**config.mk**
```make
export PLATFORM = sky130hd
export DESIGN_NAME = vga_sync_receiver
export DESIGN_NICKNAME = d
export VERILOG_FILES = /design/src/rtl/vga_pkg.sv /design/src/rtl/vga_edge_detect.sv /design/src/rtl/vga_sync_receiver.sv
export SDC_FILE = /design/constraint.sdc
export NUM_CORES = 1
export LEC_CHECK = 0
export ABC_AREA = 1
export ABC_CLOCK_PERIOD_IN_PS = 2300
export CAP_MARGIN = 20
export CORE_MARGIN = 5
export CORE_UTILIZATION = 56
export DETAILED_ROUTE_END_ITERATION = 7
export PLACE_DENSITY = 0.88
export SETUP_SLACK_MARGIN = 0.5
export SYNTH_ARGS = -nofsm -noshare
export SYNTH_HDL_FRONTEND = slang
export SYNTH_HIERARCHICAL = 1
export SYNTH_SLANG_ARGS = --single-unit
```
**constraint.sdc**
```tcl
create_clock -name Clock -period 2.3 [get_ports Clock]
set_input_delay 0.46 -clock Clock [delete_from_list [all_inputs] [get_ports Clock]]
set_output_delay 0.46 -clock Clock [all_outputs]
set_load 0.005 [all_outputs]
```
**src/rtl/vga_pkg.sv**
```systemverilog
// Shared VGA timing definitions: receiver FSM state encoding and the default
// line timing used by the matching timing generator.
package vga_pkg;

    typedef enum logic [1:0] {
        STATE_HUNT,
        STATE_MEASURE,
        STATE_TRACK
    } syncStateT;

    localparam int HSyncPulse = 96;
    localparam int BackPorch  = 48;
    localparam int FrontPorch = 16;

endpackage

```
**src/rtl/vga_edge_detect.sv**
```systemverilog
// One-bit input register with rise/fall pulses derived from two successive
// registered samples; the reset value sets the idle level of the line.
module vga_edge_detect #(
    parameter logic ResetValue = 1'b0
) (
    input  logic Clock,
    input  logic Reset,
    input  logic iSignal,
    output logic oSample,
    output logic oRise,
    output logic oFall
);

    logic rPrev;

    // NOTE: non-blocking assignments so rPrev captures the old oSample, not the new one.
    always_ff @(posedge Clock or negedge Reset) begin
        if (!Reset) begin
            oSample <= ResetValue;
            rPrev   <= ResetValue;
        end else begin
            oSample <= iSignal;
            rPrev   <= oSample;
        end
    end

    assign oRise = oSample & ~rPrev;
    assign oFall = ~oSample & rPrev;

endmodule

```
**src/rtl/vga_sync_receiver.sv**
```systemverilog
// VGA sync receiver: recovers pixel column/row, measures the sync-edge period
// and tracks line-timing lock from HSync/VSync/Display on the same clock.
module vga_sync_receiver
    import vga_pkg::*;
#(
    parameter int          XWidth    = 8,
    parameter int          YWidth    = 8,
    parameter int          X_length  = 256,
    parameter int          Y_length  = 256,
    parameter int          LockLines = 4,
    parameter logic [15:0] MaxPeriod = 16'd2047
) (
    input  logic              Clock,
    input  logic              Reset,
    input  logic              iHSync,
    input  logic              iVSync,
    input  logic              iDisplay,
    output logic [XWidth-1:0] oCol,
    output logic [YWidth-1:0] oRow,
    output logic              oPixelValid,
    output logic              oFrameStart,
    output logic              oLocked,
    output logic [15:0]       oLinePeriod,
    output logic              oError
);

    localparam int                    MatchWidth = $clog2(LockLines + 1);
    localparam logic [MatchWidth-1:0] MatchFull  = MatchWidth'(LockLines);
    localparam logic [MatchWidth-1:0] MatchLast  = MatchWidth'(LockLines - 1);
    localparam logic [MatchWidth-1:0] MatchStep  = MatchWidth'(1);
    localparam logic [XWidth-1:0]     ColMax     = XWidth'(X_length - 1);
    localparam logic [XWidth-1:0]     ColStep    = XWidth'(1);
    localparam logic [YWidth-1:0]     RowMax     = YWidth'(Y_length - 1);
    localparam logic [YWidth-1:0]     RowStep    = YWidth'(1);

    logic hsSample, hsRise, hsFall;
    logic vsSample, vsRise, vsFall;
    logic dispSample, dispRise, dispFall;
    logic unusedSignals;

    vga_edge_detect #(.ResetValue(1'b1)) uHsEdge (
        .Clock(Clock), .Reset(Reset), .iSignal(iHSync),
        .oSample(hsSample), .oRise(hsRise), .oFall(hsFall)
    );

    vga_edge_detect #(.ResetValue(1'b1)) uVsEdge (
        .Clock(Clock), .Reset(Reset), .iSignal(iVSync),
        .oSample(vsSample), .oRise(vsRise), .oFall(vsFall)
    );

    vga_edge_detect #(.ResetValue(1'b0)) uDispEdge (
        .Clock(Clock), .Reset(Reset), .iSignal(iDisplay),
        .oSample(dispSample), .oRise(dispRise), .oFall(dispFall)
    );

    assign unusedSignals = ^{hsSample, hsRise, vsSample, vsRise};

    syncStateT             rState, stateNext;
    logic [15:0]           rPeriod, periodNext;
    logic [MatchWidth-1:0] rMatch, matchNext;
    logic                  lockNext;
    logic                  syncEdge, timeout, syncError;
    logic                  rColOvf, rRowOvf, colOverflow, rowOverflow;

    // Simultaneous HSync and VSync falls collapse into a single sync edge.
    assign syncEdge = hsFall | vsFall;
    assign timeout  = !syncEdge && (rPeriod == MaxPeriod);

    // NOTE: every output of this block gets a default first, so no latch is inferred.
    always_comb begin
        stateNext  = rState;
        periodNext = oLinePeriod;
        matchNext  = rMatch;
        lockNext   = oLocked;
        syncError  = 1'b0;
        if (timeout) begin
            stateNext = STATE_HUNT;
            lockNext  = 1'b0;
            syncError = oLocked;
        end else if (syncEdge) begin
            unique case (rState)
                STATE_HUNT: stateNext = STATE_MEASURE;
                STATE_MEASURE: begin
                    periodNext = rPeriod;
                    matchNext  = '0;
                    stateNext  = STATE_TRACK;
                end
                STATE_TRACK: begin
                    if (rPeriod == oLinePeriod) begin
                        if (rMatch != MatchFull) matchNext = rMatch + MatchStep;
                        if (rMatch == MatchLast || rMatch == MatchFull) lockNext = 1'b1;
                    end else begin
                        periodNext = rPeriod;
                        matchNext  = '0;
                        lockNext   = 1'b0;
                        syncError  = oLocked;
                    end
                end
                default: stateNext = STATE_HUNT;
            endcase
        end
    end

    always_ff @(posedge Clock or negedge Reset) begin
        if (!Reset) begin
            rState      <= STATE_HUNT;
            rPeriod     <= '0;
            rMatch      <= '0;
            oLinePeriod <= '0;
            oLocked     <= 1'b0;
        end else begin
            rState      <= stateNext;
            rMatch      <= matchNext;
            oLinePeriod <= periodNext;
            oLocked     <= lockNext;
            if (syncEdge) begin
                rPeriod <= 16'd1;
            end else if (rPeriod != 16'hFFFF) begin
                rPeriod <= rPeriod + 16'd1;
            end
        end
    end

    // Overflow flags limit each coordinate fault to a single error pulse.
    assign colOverflow = dispSample && !dispRise && (oCol == ColMax) && !rColOvf;
    assign rowOverflow = dispFall && !vsFall && (oRow == RowMax) && !rRowOvf;

    always_ff @(posedge Clock or negedge Reset) begin
        if (!Reset) begin
            oCol        <= '0;
            oRow        <= '0;
            oPixelValid <= 1'b0;
            oFrameStart <= 1'b0;
            oError      <= 1'b0;
            rColOvf     <= 1'b0;
            rRowOvf     <= 1'b0;
        end else begin
            oPixelValid <= dispSample;
            oFrameStart <= vsFall;
            oError      <= syncError | colOverflow | rowOverflow;

            if (dispRise) begin
                oCol    <= '0;
                rColOvf <= 1'b0;
            end else if (dispSample) begin
                if (oCol != ColMax) oCol <= oCol + ColStep;
                else                rColOvf <= 1'b1;
            end

            if (vsFall) begin
                oRow    <= '0;
                rRowOvf <= 1'b0;
            end else if (dispFall) begin
                if (oRow != RowMax) oRow <= oRow + RowStep;
                else                rRowOvf <= 1'b1;
            end
        end
    end

endmodule

```
==> flow_metrics.env <==
export IMPL_status="completed"
export IMPL_routed_via_count=3180
export IMPL_drtPass1Iterations=6
export IMPL_hp_class="input pin to async pin"
export IMPL_root_buffer="clkbuf_8"
export IMPL_period_needed_ns=1.77
export IMPL_antenna_found_initial=0
export IMPL_wirelength_met1_mm=3.34
export IMPL_drt_iter0_drc=249
export IMPL_p_sw_share_pct=32.9
export IMPL_syn_avg_cell_area_um2=7.63
export IMPL_vias_per_cell=5.43
export IMPL_synth_fp_nets=466
export IMPL_place_area_um2=3920
export IMPL_clkTransAtPathRegs_ns=0.07
export IMPL_grt_overflow=0
export IMPL_num_nets_final=519
export IMPL_wl_met3_um=471
export IMPL_skew_ns=0.0101
export IMPL_die_x_um=88.6
export IMPL_drc=0
export IMPL_rows=28
export IMPL_die_h_um=88.6
export IMPL_timing_fmax_mhz=566
export IMPL_syn_inst=453
export IMPL_dp_hpwl_mm=5.26
export IMPL_dp_slack_ns=0.338
export IMPL_antenna_cells=0
export IMPL_grt_pass1_vias=2970
export IMPL_clockBufferDepth=2
export IMPL_drive_gt1_share_pct=14.5
export IMPL_syn_to_final_growth_pct=22.8
export IMPL_critPathMaxFanout=5
export IMPL_seq_power_share_pct=44.2
export IMPL_layout_setup_ws_ns=0.532
export IMPL_io_pins=41
export IMPL_cap_violations=0
export IMPL_end_kind="output port"
export IMPL_start_kind="flop"
export IMPL_switchingPower_mw=1.04
export IMPL_wl_met2_mm=3.94
export IMPL_finalHoldViolCount=0
export IMPL_drv_slew=0
export IMPL_cts_tree="yes"
export IMPL_pwr_share_clk_pct=29.7
export IMPL_synth_warnings=6
export IMPL_ant_nets=0
export IMPL_powerDensity_nw_per_um2=743
export IMPL_crit_chain="clkdlybuf4s50_1"
export IMPL_htreeDepth=3
export IMPL_start_util_pct=58.1
export IMPL_core_um2=5960
export IMPL_grt_start_max_net_pins=66
export IMPL_rsz0062_at_grt="true"
export IMPL_syn_area_um2=3460
export IMPL_period_share_pct=76.9
export IMPL_fin_hold_ws_ns=0.125
export IMPL_slew_headroom_pct=74.0
export IMPL_comb_power_share_pct=26.0
export IMPL_grt_pass1_wl_mm=12.9
export IMPL_wl_mm=7.95
export IMPL_tightest_slew_ns=0.387
export IMPL_fin_area_um2=4250
export IMPL_crit_slowest_cell="clkdlybuf4s50_1"
export IMPL_critical_path_max_stage_delay_ns=0.54
export IMPL_crit_arrival_ns=1.31
export IMPL_path_buf_inv=1
export IMPL_p_int_mw=2.12
export IMPL_numClockSinks=65
export IMPL_port_buffers=40
export IMPL_crit_type="flop to output port"
export IMPL_tns_ns=0
export IMPL_wl_per_cell_um=13.6
export IMPL_track_usage_pct=21.0
export IMPL_clk_latency_ns=0.35
export IMPL_cts_buffers=9
export IMPL_ir_drop_mv=0.450
export IMPL_p_leak_nw=1.92
export IMPL_worstPathRequired_ns=1.84
export IMPL_dr_max_layer_used="met4"
export IMPL_die_area_um2=7850
export IMPL_crit_family="buffers and inverters"
export IMPL_routabilityCongestion=0.878
export IMPL_setup_viol_count_final=0
-- registers in the layout (all words and copies together), names as in the netlist --
name / flops
oLocked: 1
rPeriod: 16
rState: 2
oPixelValid: 1
uVsEdge/rPrev: 1
rColOvf: 1
uDispEdge/rPrev: 1
rMatch: 3
uVsEdge/oSample: 1
oRow: 8
uHsEdge/oSample: 1
oCol: 8
oError: 1
uDispEdge/oSample: 1
uHsEdge/rPrev: 1
oLinePeriod: 16
oFrameStart: 1
rRowOvf: 1
-- cell type report --
class	instances	area [µm²]
clock inverter	2	10.0
tap	75	93.8
clock buffer	14	183
sequential	65	1640
inverter	70	264
fill	447	1710
multi-input combinational	311	1570
timing repair inverter	1	7.51
timing repair buffer	48	472
-- placed cells by master (no fill, tap or decap), types with 2 or more instances in the layout --
cell and n:
dfrtp_1 53, clkdlybuf4s50_1 39, nor2_4 3, dfstp_2 4, o21ai_0 38, inv_2 10
a31oi_1 5, buf_4 6, nand2_2 5, nand2_1 133, nor2_2 4, nand4_1 11
a21oi_1 8, dfrtp_2 8, clkbuf_8 13, nor2_1 30, ha_1 6, o21ai_1 5
nand3_1 26, ha_2 2, inv_1 58, xor2_1 7, or2_2 6, clkinv_2 3
nor3_1 12
-- timing repair --
| action | 4_1_cts | 5_1_grt |
|---|---|---|
| pin swaps | 0 | 3 |
| hold buffers | 0 | 0 |
| cloned | 0 | 2 |
| setup buffers | 0 | 5 |
| resized for setup | 6 | 21 |
| setup endpoints to repair | 36 | 49 |
-- final timing paths --
| path | start | end | slack [ns] | cells after the start |
|---|---|---|---|---|
| max in group asynchronous | Reset | uHsEdge/oSample$_DFF_PN1_ | 1.86 | 2 |
| max | oCol[5]$_DFFE_PN0P_ | oCol[5] | 0.53 | 1 |
| min reg2reg | uHsEdge/oSample$_DFF_PN1_ | uHsEdge/rPrev$_DFF_PN1_ | 0.37 | 0 |
| max reg2reg | rPeriod[12]$_DFFE_PN0P_ | oLinePeriod[11]$_DFFE_PN0P_ | 0.58 | 9 |
| min | Reset | oLinePeriod[6]$_DFFE_PN0P_ | 0.12 | 2 |
| min in group Clock | uHsEdge/oSample$_DFF_PN1_ | uHsEdge/rPrev$_DFF_PN1_ | 0.37 | 0 |
-- metrics by stage --
step	instances	total power [mW]	utilization (%)
global placement	563	2.12	65.8
finish	586	3.15	71.3
CTS	579	3.10	69.3
floorplan	453	1.88	-
detailed placement	563	2.16	65.8
global route	586	3.34	71.3
-- power groups by stage --
| stage | clock, mW | combinational, mW | sequential [mW] |
|---|---|---|---|
| 2_1_floorplan | 0 | 0.496 | 1.39 |
| 3_3_place_gp | 0 | 0.721 | 1.40 |
| 3_5_place_dp | 0 | 0.749 | 1.41 |
| 4_1_cts | 0.947 | 0.761 | 1.39 |
| 5_1_grt | 1.00 | 0.923 | 1.42 |
| 6_report | 0.938 | 0.821 | 1.40 |
-- per-layer routing --
| metal | global-route usage [%] | vias up |
|---|---|---|
| li1 | - | 1554 |
| met1 | 25.8 | 1486 |
| met2 | 35.9 | 120 |
| met3 | 4.38 | 20 |
| met4 | 9.20 | 0 |
| met5 | 0 | - |
Power figures use the tool's default switching activity.
